==> config.mk <==
export PLATFORM = sky130hd
export DESIGN_NAME = dump_tx
export DESIGN_NICKNAME = d
export VERILOG_FILES = /design/src/rtl/dump_pkg.sv /design/src/rtl/uart_tx_core.sv /design/src/rtl/dump_tx.sv
export SDC_FILE = /design/constraint.sdc
export NUM_CORES = 1
export LEC_CHECK = 0
export CAP_MARGIN = 20
export CELL_PAD_IN_SITES_DETAIL_PLACEMENT = 1
export CELL_PAD_IN_SITES_GLOBAL_PLACEMENT = 2
export CORE_UTILIZATION = 30
export CTS_BUF_LIST = sky130_fd_sc_hd__clkbuf_8
export DETAILED_ROUTE_END_ITERATION = 10
export PLACE_DENSITY = 0.75
export SYNTH_ARGS = -nofsm -noshare
export SYNTH_HDL_FRONTEND = slang
export SYNTH_HIERARCHICAL = 1
export SYNTH_SLANG_ARGS = --single-unit
==> constraint.sdc <==
create_clock -name clk -period 7.25 [get_ports clk]
set_clock_uncertainty 0.2 [all_clocks]
set_input_delay 2.175 -clock clk [delete_from_list [all_inputs] [get_ports clk]]
set_output_delay 2.175 -clock clk [all_outputs]
set_load 0.01 [all_outputs]
==> src/rtl/dump_pkg.sv <==
// Shared types and constants for the serial dump transmitter.
// Latency: n/a (declarations only).
// Backpressure: n/a.
package dump_pkg;

  // Frame phases. The top-level handshake FSM uses IDLE/START/DONE, with
  // START covering the whole frame in flight. The UART core sequences
  // START/DATA/STOP on its own.
  typedef enum logic [2:0] {
    TX_IDLE,
    TX_START,
    TX_DATA,
    TX_STOP,
    TX_DONE
  } TxState;

  localparam int DUMP_CNT_W = 10;
  localparam int UART_BITS  = 8;

endpackage

==> src/rtl/uart_tx_core.sv <==
// 8N1 UART shifter: baud counter, shift register and bit index.
// Latency: tx falls one cycle after load; frame_done pulses on the last STOP cycle edge.
// Backpressure: none; load is only honoured while the core is idle.
//
// Ports:
//   clk, rst_n  - clock, async active-low reset
//   load        - capture din and start a frame (ignored unless idle)
//   din[7:0]    - byte to send, sampled only on load
//   tx          - registered serial line, idle high
//   frame_done  - one-cycle pulse when the stop bit period has elapsed
module uart_tx_core
  import dump_pkg::*;
#(
  parameter int BAUD_DIV = 434
) (
  input  logic       clk,
  input  logic       rst_n,
  input  logic       load,
  input  logic [7:0] din,
  output logic       tx,
  output logic       frame_done
);

  localparam int                CNT_W    = $clog2(BAUD_DIV);
  localparam logic [CNT_W-1:0]  CNT_LAST = CNT_W'(BAUD_DIV - 1);
  localparam logic [2:0]        BIT_LAST = 3'(UART_BITS - 1);

  TxState           r_phase;
  logic [CNT_W-1:0] r_cnt;
  logic [7:0]       r_shift;
  logic [2:0]       r_bit;
  logic             r_tx;
  logic             r_frame_done;

  logic w_bit_end;
  assign w_bit_end = (r_cnt == CNT_LAST);

  always_ff @(posedge clk or negedge rst_n) begin
    if (!rst_n) begin
      r_phase      <= TX_IDLE;
      r_cnt        <= '0;
      r_shift      <= '0;
      r_bit        <= '0;
      r_tx         <= 1'b1;
      r_frame_done <= 1'b0;
    end else begin
      r_frame_done <= 1'b0;

      // tx is the registered image of the current phase, so the line lags
      // the phase by one cycle; every bit still lasts exactly BAUD_DIV cycles.
      if (r_phase == TX_START) begin
        r_tx <= 1'b0;
      end else if (r_phase == TX_DATA) begin
        r_tx <= r_shift[0];
      end else begin
        r_tx <= 1'b1;
      end

      case (r_phase)
        TX_IDLE: begin
          if (load) begin
            r_shift <= din;
            r_cnt   <= '0;
            r_bit   <= '0;
            r_phase <= TX_START;
          end
        end
        TX_START: begin
          if (w_bit_end) begin
            r_cnt   <= '0;
            r_bit   <= '0;
            r_phase <= TX_DATA;
          end else begin
            r_cnt <= r_cnt + CNT_W'(1);
          end
        end
        TX_DATA: begin
          if (w_bit_end) begin
            r_cnt   <= '0;
            r_shift <= {1'b0, r_shift[7:1]};
            if (r_bit == BIT_LAST) begin
              r_phase <= TX_STOP;
            end else begin
              r_bit <= r_bit + 3'd1;
            end
          end else begin
            r_cnt <= r_cnt + CNT_W'(1);
          end
        end
        TX_STOP: begin
          if (w_bit_end) begin
            r_cnt        <= '0;
            r_phase      <= TX_IDLE;
            r_frame_done <= 1'b1;
          end else begin
            r_cnt <= r_cnt + CNT_W'(1);
          end
        end
        default: r_phase <= TX_IDLE;
      endcase
    end
  end

  assign tx         = r_tx;
  assign frame_done = r_frame_done;

endmodule

==> src/rtl/dump_tx.sv <==
// Dump transmitter: send_dump/dump_sent handshake around a UART 8N1 core.
// Latency: tx falls 1 cycle after the latch edge; dump_sent 10*BAUD_DIV+1 cycles after it.
// Backpressure: send_dump is held by the controller until dump_sent; rearm blocks re-sends.
//
// Ports:
//   clk, rst_n     - clock, async active-low reset
//   send_dump      - byte request, held high until dump_sent
//   rdata[7:0]     - byte to send, latched when the request is accepted
//   dump_finished  - pulse that clears dump_cnt (wins over an increment)
//   tx             - UART line, idle high
//   dump_sent      - one-cycle pulse after the stop bit
//   busy           - high from latch through the dump_sent cycle
//   dump_cnt[9:0]  - bytes sent since reset or last dump_finished
module dump_tx
  import dump_pkg::*;
#(
  parameter int BAUD_DIV = 434
) (
  input  logic                  clk,
  input  logic                  rst_n,
  input  logic                  send_dump,
  input  logic [7:0]            rdata,
  input  logic                  dump_finished,
  output logic                  tx,
  output logic                  dump_sent,
  output logic                  busy,
  output logic [DUMP_CNT_W-1:0] dump_cnt
);

  TxState                r_state;
  logic                  r_rearm;
  logic                  r_busy;
  logic                  r_dump_sent;
  logic [DUMP_CNT_W-1:0] r_dump_cnt;

  logic w_latch;
  logic w_frame_done;

  // A request is accepted only after send_dump has been seen low since the
  // previous accept, so a request lingering past dump_sent cannot resend.
  assign w_latch = (r_state == TX_IDLE) && send_dump && r_rearm;

  uart_tx_core #(
    .BAUD_DIV (BAUD_DIV)
  ) u_core (
    .clk        (clk),
    .rst_n      (rst_n),
    .load       (w_latch),
    .din        (rdata),
    .tx         (tx),
    .frame_done (w_frame_done)
  );

  always_ff @(posedge clk or negedge rst_n) begin
    if (!rst_n) begin
      r_state     <= TX_IDLE;
      r_rearm     <= 1'b1;
      r_busy      <= 1'b0;
      r_dump_sent <= 1'b0;
      r_dump_cnt  <= '0;
    end else begin
      r_dump_sent <= 1'b0;

      if (!send_dump) begin
        r_rearm <= 1'b1;
      end else if (w_latch) begin
        r_rearm <= 1'b0;
      end

      case (r_state)
        TX_IDLE: begin
          if (w_latch) begin
            r_state <= TX_START;
            r_busy  <= 1'b1;
          end
        end
        // Frame in flight; the core owns the START/DATA/STOP sequencing.
        TX_START: begin
          if (w_frame_done) begin
            r_state     <= TX_DONE;
            r_dump_sent <= 1'b1;
          end
        end
        TX_DONE: begin
          r_state    <= TX_IDLE;
          r_busy     <= 1'b0;
          r_dump_cnt <= r_dump_cnt + DUMP_CNT_W'(1);
        end
        default: r_state <= TX_IDLE;
      endcase

      // Placed last so a coincident clear overrides the DONE increment.
      if (dump_finished) begin
        r_dump_cnt <= '0;
      end
    end
  end

  assign dump_sent = r_dump_sent;
  assign busy      = r_busy;
  assign dump_cnt  = r_dump_cnt;

endmodule

Word level (Yosys, flattened, before mapping)
Index checks and enable logic that the tools add are counted.
Storage, ports and cells
  flip-flop bits (word level): 41
  input bits: 12
  output and inout bits: 13
  logic and storage cells: 76
Operators by class
  add/sub/neg operators: 3
  equality and inequality tests: 16
  multiplexer cells: 30
  reductions and logical operators: 16
Operator list (count)
  $mux W3: 9
  $mux W10: 2
  $mux W9: 2
  $pmux W9 S2: 1
  $mux W8: 2
  $pmux W8 S2: 1
  $ne A2 B1 Y1 const B: 7
  $pmux W3 S4: 1
  $add A10 B1 Y10 const B: 1
  $reduce_and A5 Y1: 2
  $add A9 B1 Y9 const B: 1
  $eq A9 B9 Y1 const B: 1
  $mux W1: 9
  $pmux W3 S3: 1
  $reduce_bool A2 Y1: 4
  $eq A3 B1 Y1 const B: 2
  $eq A3 B2 Y1 const B: 2
  $eq A3 B3 Y1 const B: 2
  $logic_not A3 Y1: 2
  $pmux W3 S2: 1
  $reduce_and A2 Y1: 3
  $ne A2 B2 Y1 const B: 2
  $add A3 B1 Y3 const B: 1
  $reduce_and A3 Y1: 1
  other kinds (4): 5

Depth between registers and ports, before layout
Gate-level depths: netlist of the first run.
  depth in word-level cells: 5
  depth in mapped cells: 8
  gate-level depth less buffers: 6

Cells and area by module
Netlist of the first run, hierarchy kept.
By module, submodules not included
  uart_tx_core: times used 1, cells an instance 134, area each 1430.1 µm², sequential area each 601.8 µm²
  dump_tx: times used 1, cells an instance 66, area each 714.4 µm², sequential area each 376.6 µm²

Worst setup path after synthesis of the first run
Ideal clock, no wire load.
  path kind: in2reg
  from: in send_dump
  to: reg u_core.r_phase[0]
  setup time: 0.125 ns
  arrival time: 3.428 ns
  data required time: 6.925 ns
  slack: 3.498 ns
  cell stages on the path: 6
  path buffers: 1
  cells stage by stage: nand2_1 nor3_1 nor2b_1 clkbuf_1 a221oi_1 mux2_2
On the way
  longest elaborated chain between the ends: 4
RTL lines
  from (decl): line dump_tx.sv:21  | input logic send_dump,
  $logic_and A1 B1 Y1 (2 in series): line dump_tx.sv:41  | assign w_latch = (r_state == TX_IDLE) && send_dump && r_rearm;
  net w_latch: line dump_tx.sv:36  | logic w_latch;
  $ne A2 B1 Y1 (no source line)
  $reduce_and A5 Y1 (no source line)
  to (signal assigned): line uart_tx_core.sv:82  | r_phase <= TX_STOP;
  to (signal assigned): line uart_tx_core.sv:93  | r_phase <= TX_IDLE;
  to (signal assigned): line uart_tx_core.sv:99  | default: r_phase <= TX_IDLE;
  to (decl): line uart_tx_core.sv:28  | TxState r_phase;
The timed path passes the listed nets, and every way through them passes these cells.
A chain may end at the register's enable or synchronous reset.

Final worst setup path of the first run
  from: in send_dump
  to: reg u_core.r_bit[0]
On the way
  longest elaborated chain between the ends: 4
RTL lines
  $logic_and A1 B1 Y1 (2 in series): line dump_tx.sv:41
  net w_latch: line dump_tx.sv:36
  $ne A2 B1 Y1 (no source line)
  $reduce_and A5 Y1 (no source line)
  to (signal assigned): line uart_tx_core.sv:84  | r_bit <= r_bit + 3'd1;
  to (decl): line uart_tx_core.sv:31  | logic [2:0] r_bit;
The timed path passes the listed nets, and every way through them passes these cells.

==> impl_results.md, run 1 <==
* Post-synth EDFFs at 0
* Max cap viols at 0
* Reg-to-reg endpoint: u_core/r_shift[6]
* Fin area at ~2600 sq um
* Setup TNS at 0 ns
* H-tree levels at 2
* Post-Syn Area per Cell at 10.7 sq um
* Mux cell area share after synthesis at between 10 and 15%
* Final Worst Setup Slack at 2.93 ns
* Gr usage total at between 10% and 20%
* Top delay family on crit path: simple AND/OR/NAND/NOR gates
* DR pass1 iterations at 4
* DP HPWL at around 3100 microns
* Least-Margin Pin Slew at ~0.88 ns
* Final WL at ~4300 microns
* Worst path most repeated cell: nand2_1
* CTS Buf Count at 5
* Clock Sinks at 39
* First-pass GRT wire length at roughly 7600 microns
* Clk_lat worst skew at 0.30 ns
* CTS Hold Buffers Added at 0
* Synth top area share at roughly 43%
* CTS tree: built
* Vias in the first global route at around 1.6k
* Initial antenna violation count at 0
* Via density at around 4.9
* CP startpoint: send_dump
* ANT nets after route at 0
* Gpl congestion at 0.740
* Placeable Area at between 6000 and 7000 sq um
* Die W at just under 90 microns
* Worst r2r src: u_core/r_phase[1]
* Worst setup endpoint: u_core/r_bit[0]
* CP arrival at 4.36 ns
* Residual DRC at 0
* Final setup viols at 0
* Worst r2r path cells at 5
* Pleak at 1.10 nW
* CP endpoint kind: flip-flop
* # IOs at 25
* Largest stage delay on the critical path at ~0.66 ns
* Crit Path Category: input pin to flip-flop
* Post-place setup slack at 2.62 ns
* Layout cells sized above 1 at between 10% and 20%
* Placement Cell Area at about 2500 sq um
* Nets at 246
* Post-synthesis adder-cell area fraction at 6.42%
* CTS Buffer Depth at 2
* Peak Freq at around 230 MHz
* Gate Count Post-Synth at 200
* Hold Vio Cnt, Final at 0
* Initial Utilization at 31.4%
* Flop2flop setup slack at roughly 4.7 ns
* Row count at 30
* Crit-path slowest cell: or4b_2
* Max rail drop VDD at between 0.09 and 0.1 mV
* Slew margin rel. at 41.1%
* DR vias at 1575
* Final Cycle Share at approximately three fifths
* Synth Area in Simple Gates at a little under a fifth
* Syn. warnings at 6
* Seq/Total Area, Yosys at between 40% and 50%
* CP required at roughly 7.3 ns
* Unrepaired setup endpoints after global routing: no
* Top post-synthesis cells by area: dfrtp_1 (43%), ha_1 (6.4%), mux2_2 (4.7%), mux2_4 (4.2%), a21oi_1 (2.6%)
* Largest family of logic cells by synthesized area: simple AND/OR/NAND/NOR gates
* Register bit total from synthesis at 39
* Die height at around 87 microns
* Detailed Route Iter0 Violations at 37
* CTS-repair resized insts at 0
* Number of port buffers at 24
* Final critical-path required period at approximately 4.3 ns
* Dominant cell type by area after synthesis: dfrtp_1
* Crit Path Max Fanout at 13
* Number of cells on the critical path at 7
* Ys flop type: dfrtp_1
* Post-Syn Area at roughly 2100 sq um
* Yosys cell types at approximately 50
* Async set-reset flop share out of synthesis at 100%
* Largest net degree at the start of global routing at 40
* XOR/XNOR Fraction of Synth Area at less than 1%
* Post-synthesis compound-gate area fraction at between 10% and 20%
* Die area at about 7500 sq um
* Bufs and invs on worst path at 1
* ANT cells at 0
* Outcome: completed
* Root Buffer Master: clkbuf_8
* Max-slew violation count at 0
* Syn nets at 223
* Area growth from synthesis to layout at 19.4%
* Fin util at between 30% and 40%
* Post-CTS Setup Repair Bufs at 0
* Remaining Overflow, GRT at 0
* Reg clk slew, reported paths at 0.08 ns
* Crit-path cells: clkdlybuf4s50_1 > nand2_1 > nor3_1 > nor2b_1 > or4b_2 > o31a_1 > nand2_1
* Pwr Density at ~320 nW/um^2
* Startpoint types: input pin
* DR WL/cell at approximately 13 microns
* Hold Crit Class: flip-flop to flip-flop
synthesized netlist by cell type (3+ instances only):
master,count
dfrtp_1,37
inv_1,14
nor2_1,12
a21oi_1,11
ha_1,11
nand2_1,10
o21ai_0,10
mux2_2,9
or3_1,7
mux2_4,6
o31ai_1,6
nand3_1,5
clkbuf_1,4
nor3_1,4
mux2i_1,3
nor2b_1,3
nor4_1,3
o21a_1,3
o221ai_1,3
o22a_1,3
or4_1,3
flip-flops by register name (all words and copies together), names as in the netlist, 2 cells and up:
register	cells
u_core/r_cnt	9
r_state	2
u_core/r_bit	3
dump_cnt	10
u_core/r_shift	8
u_core/r_phase	2
per-layer routing:
| layer | part of all wire (%) | track usage [%] | routed length, microns |
|---|---|---|---|
| met5 | 0 | 0 | 0 |
| met4 | 1.8 | 5.00 | 79 |
| met3 | 2.4 | 2.57 | 101 |
| met2 | 47 | 20.9 | 2020 |
| met1 | 49 | 17.0 | 2090 |
how the worst min path moves through the flow:
stage,depth (start not counted),from,to
after global routing,1,busy,busy
after global placement,1,busy,busy
final,1,busy,busy
after CTS,1,busy,busy
after detailed placement,1,busy,busy
after floorplan,2,r_rearm,r_rearm
layout by cell type (no fill, tap or decap), types with 3 or more instances in the layout:
master and n:
or3_1 7, o221ai_1 3, o31ai_1 6, mux2_2 9
clkdlybuf4s50_1 23, mux2i_1 3, nand3_1 5, o21a_1 3
or4_1 3, o21ai_0 10, clkbuf_8 7, nand2_1 10
nor4_1 3, o22a_1 3, nor3_1 4, inv_1 14
nor2_1 12, mux2_4 6, dfrtp_1 37, a21oi_1 11
nor2b_1 3, ha_1 11
through the flow:
stage / cells / hold slack [ns] / total power (W)
after floorplan: 200 / 0.257 / 0.000592
after global placement: 312 / 0.275 / 0.000659
after detailed placement: 312 / 0.271 / 0.000664
after CTS: 320 / 0.289 / 0.000835
after global routing: 320 / 0.294 / 0.000882
final: 320 / 0.283 / 0.000823
where the power goes:
part / total [W] / internal (W) / switching [W]
clock: 0.000166 / 0.0000866 / 0.0000797
combinational: 0.000341 / 0.000173 / 0.000168
sequential: 0.000316 / 0.000271 / 0.0000454
total: 0.000823 / 0.000531 / 0.000293
area by class of cell:
class                   count  area, sq um
flip-flops and latches     39          978
clock inverters             1         7.51
repair buffers             24          235
fillers                   783         4270
multi-input cells         139         1070
clock buffers               7         96.3
inverters                  14         52.6
well taps                  96          120
cells by family (layout without fill, tap and decap cells):
kind of cell | after synthesis | after routing
adders and majority gates | 11 | 11
AOI/OAI and AO/OA | 45 | 45
xor gates and xnor gates | 2 | 2
and+or+nand+nor | 63 | 63
muxes | 18 | 18
buffers and inverters | 22 | 46
DFF | 39 | 39
Note: power is estimated with default switching activity, not from simulation.
==> run 2: changes to the inputs <==
Settings changed: PLACE_DENSITY 0.75 to 0.78.
Clock period 7.25 ns to 3.8 ns, I/O delays scaled along.
==> impl_results.md, run 2 (synthesis results as in run 1) <==
* Outcome: completed
* Initial antenna violation count at 0 (unchanged)
* Largest net degree at the start of global routing at 40 (unchanged)
* Number of cells on the critical path at 6 (-1)
* Flop2flop setup slack at 1.26 ns (-3.39 ns)
* Hold Vio Cnt, Final at 0 (unchanged)
* Detailed Route Iter0 Violations at 52 (+41%)
* DP HPWL at 3270 microns (+5.7%)
* Die area at 7490 sq um (unchanged)
* Peak Freq at 326 MHz
* Area growth from synthesis to layout at 20.5%
* Met1 capacity usage during global routing at 17.7% (+0.68 points)
* Final Cycle Share at 80.8%
* Met3 usage at 3.71% (+1.1 points)
* Layout cells sized above 1 at 15.5% (+0.75 points)
* CTS tree: built
* DR pass1 iterations at 4 (unchanged)
* Crit Path Max Fanout at 13 (unchanged)
* CP startpoint: send_dump
* Via density at 4.97 (+1.0%)
* Nets at 248 (+0.81%)
* Reg clk slew, reported paths at 0.08 ns (about the same)
* CP endpoint kind: flip-flop
* DR vias at 1601 (+1.7%)
* Vias in the first global route at 1642 (+2.1%)
* Reg-to-reg endpoint: u_core/r_shift[6]
* Clk_lat worst skew at 0.30 ns (about the same)
* H-tree levels at 2 (unchanged)
* Setup TNS at 0 ns (unchanged)
* Die height at 86.6 microns (unchanged)
* Hold Path Origin: r_rearm
* CTS Hold Buffers Added at 0 (unchanged)
* Max rail drop VDD at 0.205 mV (+110%)
* Root Buffer Master: clkbuf_8
* Worst r2r src: u_core/r_phase[0]
* Startpoint types: input pin
* # IOs at 25 (unchanged)
* Pleak at 1.12 nW (+1.6%)
* Gpl congestion at 0.740 (about the same)
* Residual DRC at 0 (unchanged)
* CTS Buffer Depth at 2 (unchanged)
* Crit-path slowest cell: nor2b_1
* Top delay family on crit path: simple AND/OR/NAND/NOR gates
* Slew margin rel. at 40.2% (-0.85 points)
* Bufs and invs on worst path at 1 (unchanged)
* Initial Utilization at 31.4% (unchanged)
* CP required at 3.79 ns (-3.50 ns)
* ANT cells at 0 (unchanged)
* Largest register FFs at 10 (unchanged)
* Clock Sinks at 39 (unchanged)
* Die W at 86.6 microns (unchanged)
* Unrepaired setup endpoints after global routing: no
* Hold Crit Class: flip-flop to flip-flop
* Gr usage total at 13.7% (+0.75 points)
* Crit-path cells: clkdlybuf4s50_1 > nand2_1 > nor3_1 > nor2b_1 > a211o_1 > mux2_4
* DR WL/cell at 13.9 microns (+3.4%)
* Final WL at 4470 microns (+4.1%)
* FF/Latch Area at 978 sq um (unchanged)
* GR peak layer: met2
* Pwr Density at 623 nW/um^2 (+94%)
* Number of port buffers at 24 (unchanged)
* Most frequent cells in the layout: dfrtp_1 (37), clkdlybuf4s50_1 (23), inv_1 (14)
* Largest stage delay on the critical path at 0.61 ns (-0.05 ns)
* Post-CTS Setup Repair Bufs at 0 (unchanged)
* Final critical-path required period at roughly 3.1 ns
* ANT nets after route at 0 (unchanged)
* Max-slew violation count at 0 (unchanged)
* Dpl cells at 314 (+0.64%)
* Met2 GRT Util at 22.1% (+1.2 points)
* Number of fill cells at 804 (+2.7%)
* CTS-repair resized insts at 0 (unchanged)
* CP arrival at 3.06 ns (-1.30 ns)
* Multi-input logic area at 1070 sq um (unchanged)
* Worst r2r path cells at 5 (unchanged)
* Worst setup endpoint: u_core/r_shift[6]
* Remaining Overflow, GRT at 0 (unchanged)
* Row count at 30 (unchanged)
* Commonest non-fill, non-tap cell in the layout: dfrtp_1
* First-pass GRT wire length at 7870 microns (+4.1%)
* CTS Buf Count at 5 (unchanged)
* Crit Path Category: input pin to flip-flop
* Least-Margin Pin Slew at 0.897 ns (+0.0128 ns)
* Final cell count without fillers at 322 (+0.63%)
* Final setup viols at 0 (unchanged)
* Max cap viols at 0 (unchanged)
* Placeable Area at 6830 sq um (unchanged)
==> run 2: stage by stage <==
step | utilization, % | hold slack (ns) | power (W) | cell area [sq um] | setup slack [ns]
after global placement | 36.2 | 0.277 | 0.00126 | 2470 | 0.405
final | 37.8 | 0.285 | 0.00161 | 2580 | 0.730
after floorplan | - | 0.257 | 0.00113 | 2140 | 1.08
after CTS | 37.8 | 0.290 | 0.00165 | 2580 | 0.687
after detailed placement | 36.2 | 0.273 | 0.00128 | 2470 | 0.354
after global routing | 37.8 | 0.311 | 0.00175 | 2580 | 0.595
==> run 2: cell type report <==
class                      instances  area share (%)
sequential                        39            37.9
clock inverter                     3            1.69
clock buffer                       5            2.66
tap                               96            4.65
inverter                          14            2.03
multi-input combinational        139            41.4
timing repair buffer              26            9.68
==> run 2: routing by layer <==
layer  routed length [microns]  vias to the layer above
met2                      2100                       24
met3                       168                        6
met5                         0                        -
li1                          -                      775
met1                      2130                      796
met4                        63                        0
==> run 2: worst min-delay path by stage <==
| stage | end | depth (start not counted) |
|---|---|---|
| floorplan | r_rearm | 2 |
| global placement | r_rearm | 2 |
| detailed placement | r_rearm | 2 |
| CTS | r_rearm | 2 |
| global route | r_rearm | 2 |
| finish | r_rearm | 2 |
==> run 2: worst min-delay path, delay by kind of cell (launching register included) <==
| family | cells | cell delay, ns |
|---|---|---|
| AO/OA/AOI/OAI | 1 | 0.06 |
| flip-flops | 1 | 0.37 |
| AND/OR/NAND/NOR | 1 | 0.05 |
==> run 2: power by group <==
part           switching [W]  internal (W)
Clock               0.000156      0.000195
Sequential         0.0000896      0.000516
Combinational       0.000315      0.000339
Total               0.000560       0.00105
==> RTL edit (flow settings as in run 2) <==
Encoding of `TxState`: now one-hot (5 bits for 5 states).
--- a/src/rtl/dump_pkg.sv
+++ b/src/rtl/dump_pkg.sv
@@ -8,8 +8,8 @@
   // START/DATA/STOP on its own.
-  typedef enum logic [2:0] {
-    TX_IDLE,
-    TX_START,
-    TX_DATA,
-    TX_STOP,
-    TX_DONE
+  typedef enum logic [4:0] {
+    TX_IDLE  = 5'b00001,
+    TX_START = 5'b00010,
+    TX_DATA  = 5'b00100,
+    TX_STOP  = 5'b01000,
+    TX_DONE  = 5'b10000
   } TxState;
Behaviour: no difference found for any inputs over 10 cycles, from zero or initial values and one cycle with rst_n low; not proved beyond that.
==> RTL edit against run 2 <==
Global-route usage about the same; routed wire length up 15%; first-iteration DRC count up 3.8%; die area up 7.6%; setup slack better by 210 ps; fmax rose by 7.5%; register-to-register slack improved by 120 ps; sequential cell count is 3 higher; cell count grew 5.9%; design area rose by 5.6%; synthesized area up 7.8%; critical endpoint is now u_core/r_bit[2]; largest cell class unchanged.
Power is not compared: it rests on default switching activity, and its combinational part moved more than twofold at a synthesized area within 25%.
==> RTL edit: results (changes against run 2) <==
- First-pass GRT wire length: 9.011 mm (was 7.872 mm)
- DP Area: 0.002626 sq mm (was 0.002472 sq mm)
- CP peak stage delay: 470 ps (was 610 ps)
- Met3 WL: 132 um (was 168 um)
- Post-synth ARST share: 100.0% (unchanged)
- Met1 Wirelength: 2.528 mm (was 2.133 mm)
- M1 GR Usage: 18.31% (was 17.69%)
- Ant. Diodes: 0 (unchanged)
- Crit path DAT: 2870 ps (was 3060 ps)
- Worst Tran Pin Value: 485.8 ps (was 896.6 ps)
- Post-synth net total: 233 (was 223)
- NumNets Final: 258 (was 248)
- DP Worst Slack: 640.7 ps (was 353.8 ps)
- Status: complete, no violations (unchanged)
- Sequential share of the synthesized area: 45.67% (was 45.62%)
- Fillers: 854 (was 804)
- Initial DRC count: 54 (was 52)
- Top post-synthesis cells by area: dfrtp_1, mux2_2, dfstp_2, nand3_1, ha_1 (was dfrtp_1, ha_1, mux2_2, mux2_4, a21oi_1)
- Largest net degree at the start of global routing: 43 (was 40)
- Clk slew on worst S/H paths: 80 ps (about the same)
- Post-DP HPWL: 3.622 mm (was 3.268 mm)
- Global-route met3 utilization: 2.200% (was 3.714%)
- GR Util All Layers: 13.67% (was 13.66%)
- Synth top area share: 41.13% (was 43.17%)
- Synth cell types: 57 (was 49)
- Maximum fanout along the worst path: 8 (was 13)
- Synth top cells by count: dfrtp_1, nand3_1, mux2_2, nand2_1 (was dfrtp_1, inv_1, nor2_1)
- H-tree levels: 2 (unchanged)
- Met2 usage: 22.63% (was 22.08%)
- Layout cell share with drive strength beyond 1: 14.46% (was 15.49%)
- Routed WL: 5.141 mm (was 4.469 mm)
- Met2 wire length: 2.426 mm (was 2.103 mm)
- GP Congestion: 0.7288 (was 0.7399)
- Crit-path slowest cell: clkdlybuf4s50_1 (was nor2b_1)
RTL edit: changes by cell type after synthesis, moves of 4 or more:
cell      change
mux2_4        -6
nand3_1       +9
mux2_2        +4
or3_1         -6
nand3b_1      +4
mux2_1        +4
ha_1          -6
a21oi_1       -5
RTL edit: path summary, 6_finish.rpt:
kind                            cells after the start              start  slack [ps]           endpoint
worst min register to register                      1  u_core/r_shift[5]         290  u_core/r_shift[5]
worst max register to register                      6         r_state[0]        1380    u_core/r_bit[2]
max in group asynchronous                           2              rst_n        2320  u_core/r_phase[0]
min in group asynchronous                           1              rst_n         540        dump_cnt[9]
worst max-delay path                                6          send_dump         940    u_core/r_bit[2]
worst min-delay path                                1  u_core/r_shift[5]         290  u_core/r_shift[5]
RTL edit: layout make-up:
type	count	area [sq um]	share of cell area, %
multi-input cells	154	1159	42.46
flip-flops and latches	42	1056	38.70
repair buffers	26	262.8	9.629
well taps	99	123.9	4.539
clock buffers	5	68.82	2.522
inverters	12	45.04	1.651
clock inverters	3	13.76	0.5044
RTL edit: per-stage QoR:
stage | hold WS [ps] | total power, uW | std cells | utilization, %
5_1_grt | 317.5 | 860.9 | 341 | 37.03
3_5_place_dp | 272.9 | 549.9 | 332 | 35.64
2_1_floorplan | 252.2 | 517.5 | 216 | -
3_3_place_gp | 268.8 | 547.0 | 332 | 35.64
4_1_cts | 292.4 | 833.1 | 340 | 36.76
6_report | 289.0 | 821.6 | 341 | 37.03
RTL edit: logic make-up (layout without fill, tap and decap cells):
family,Yosys count,in the layout,share of synthesized area [%]
DFF,42,42,45.67
muxes,20,20,9.578
and+or+nand+nor,80,80,21.27
adders and majority gates,5,5,2.706
buffers and inverters,20,46,4.221
xor gates and xnor gates,5,5,2.219
AOI/OAI and AO/OA,44,44,14.34
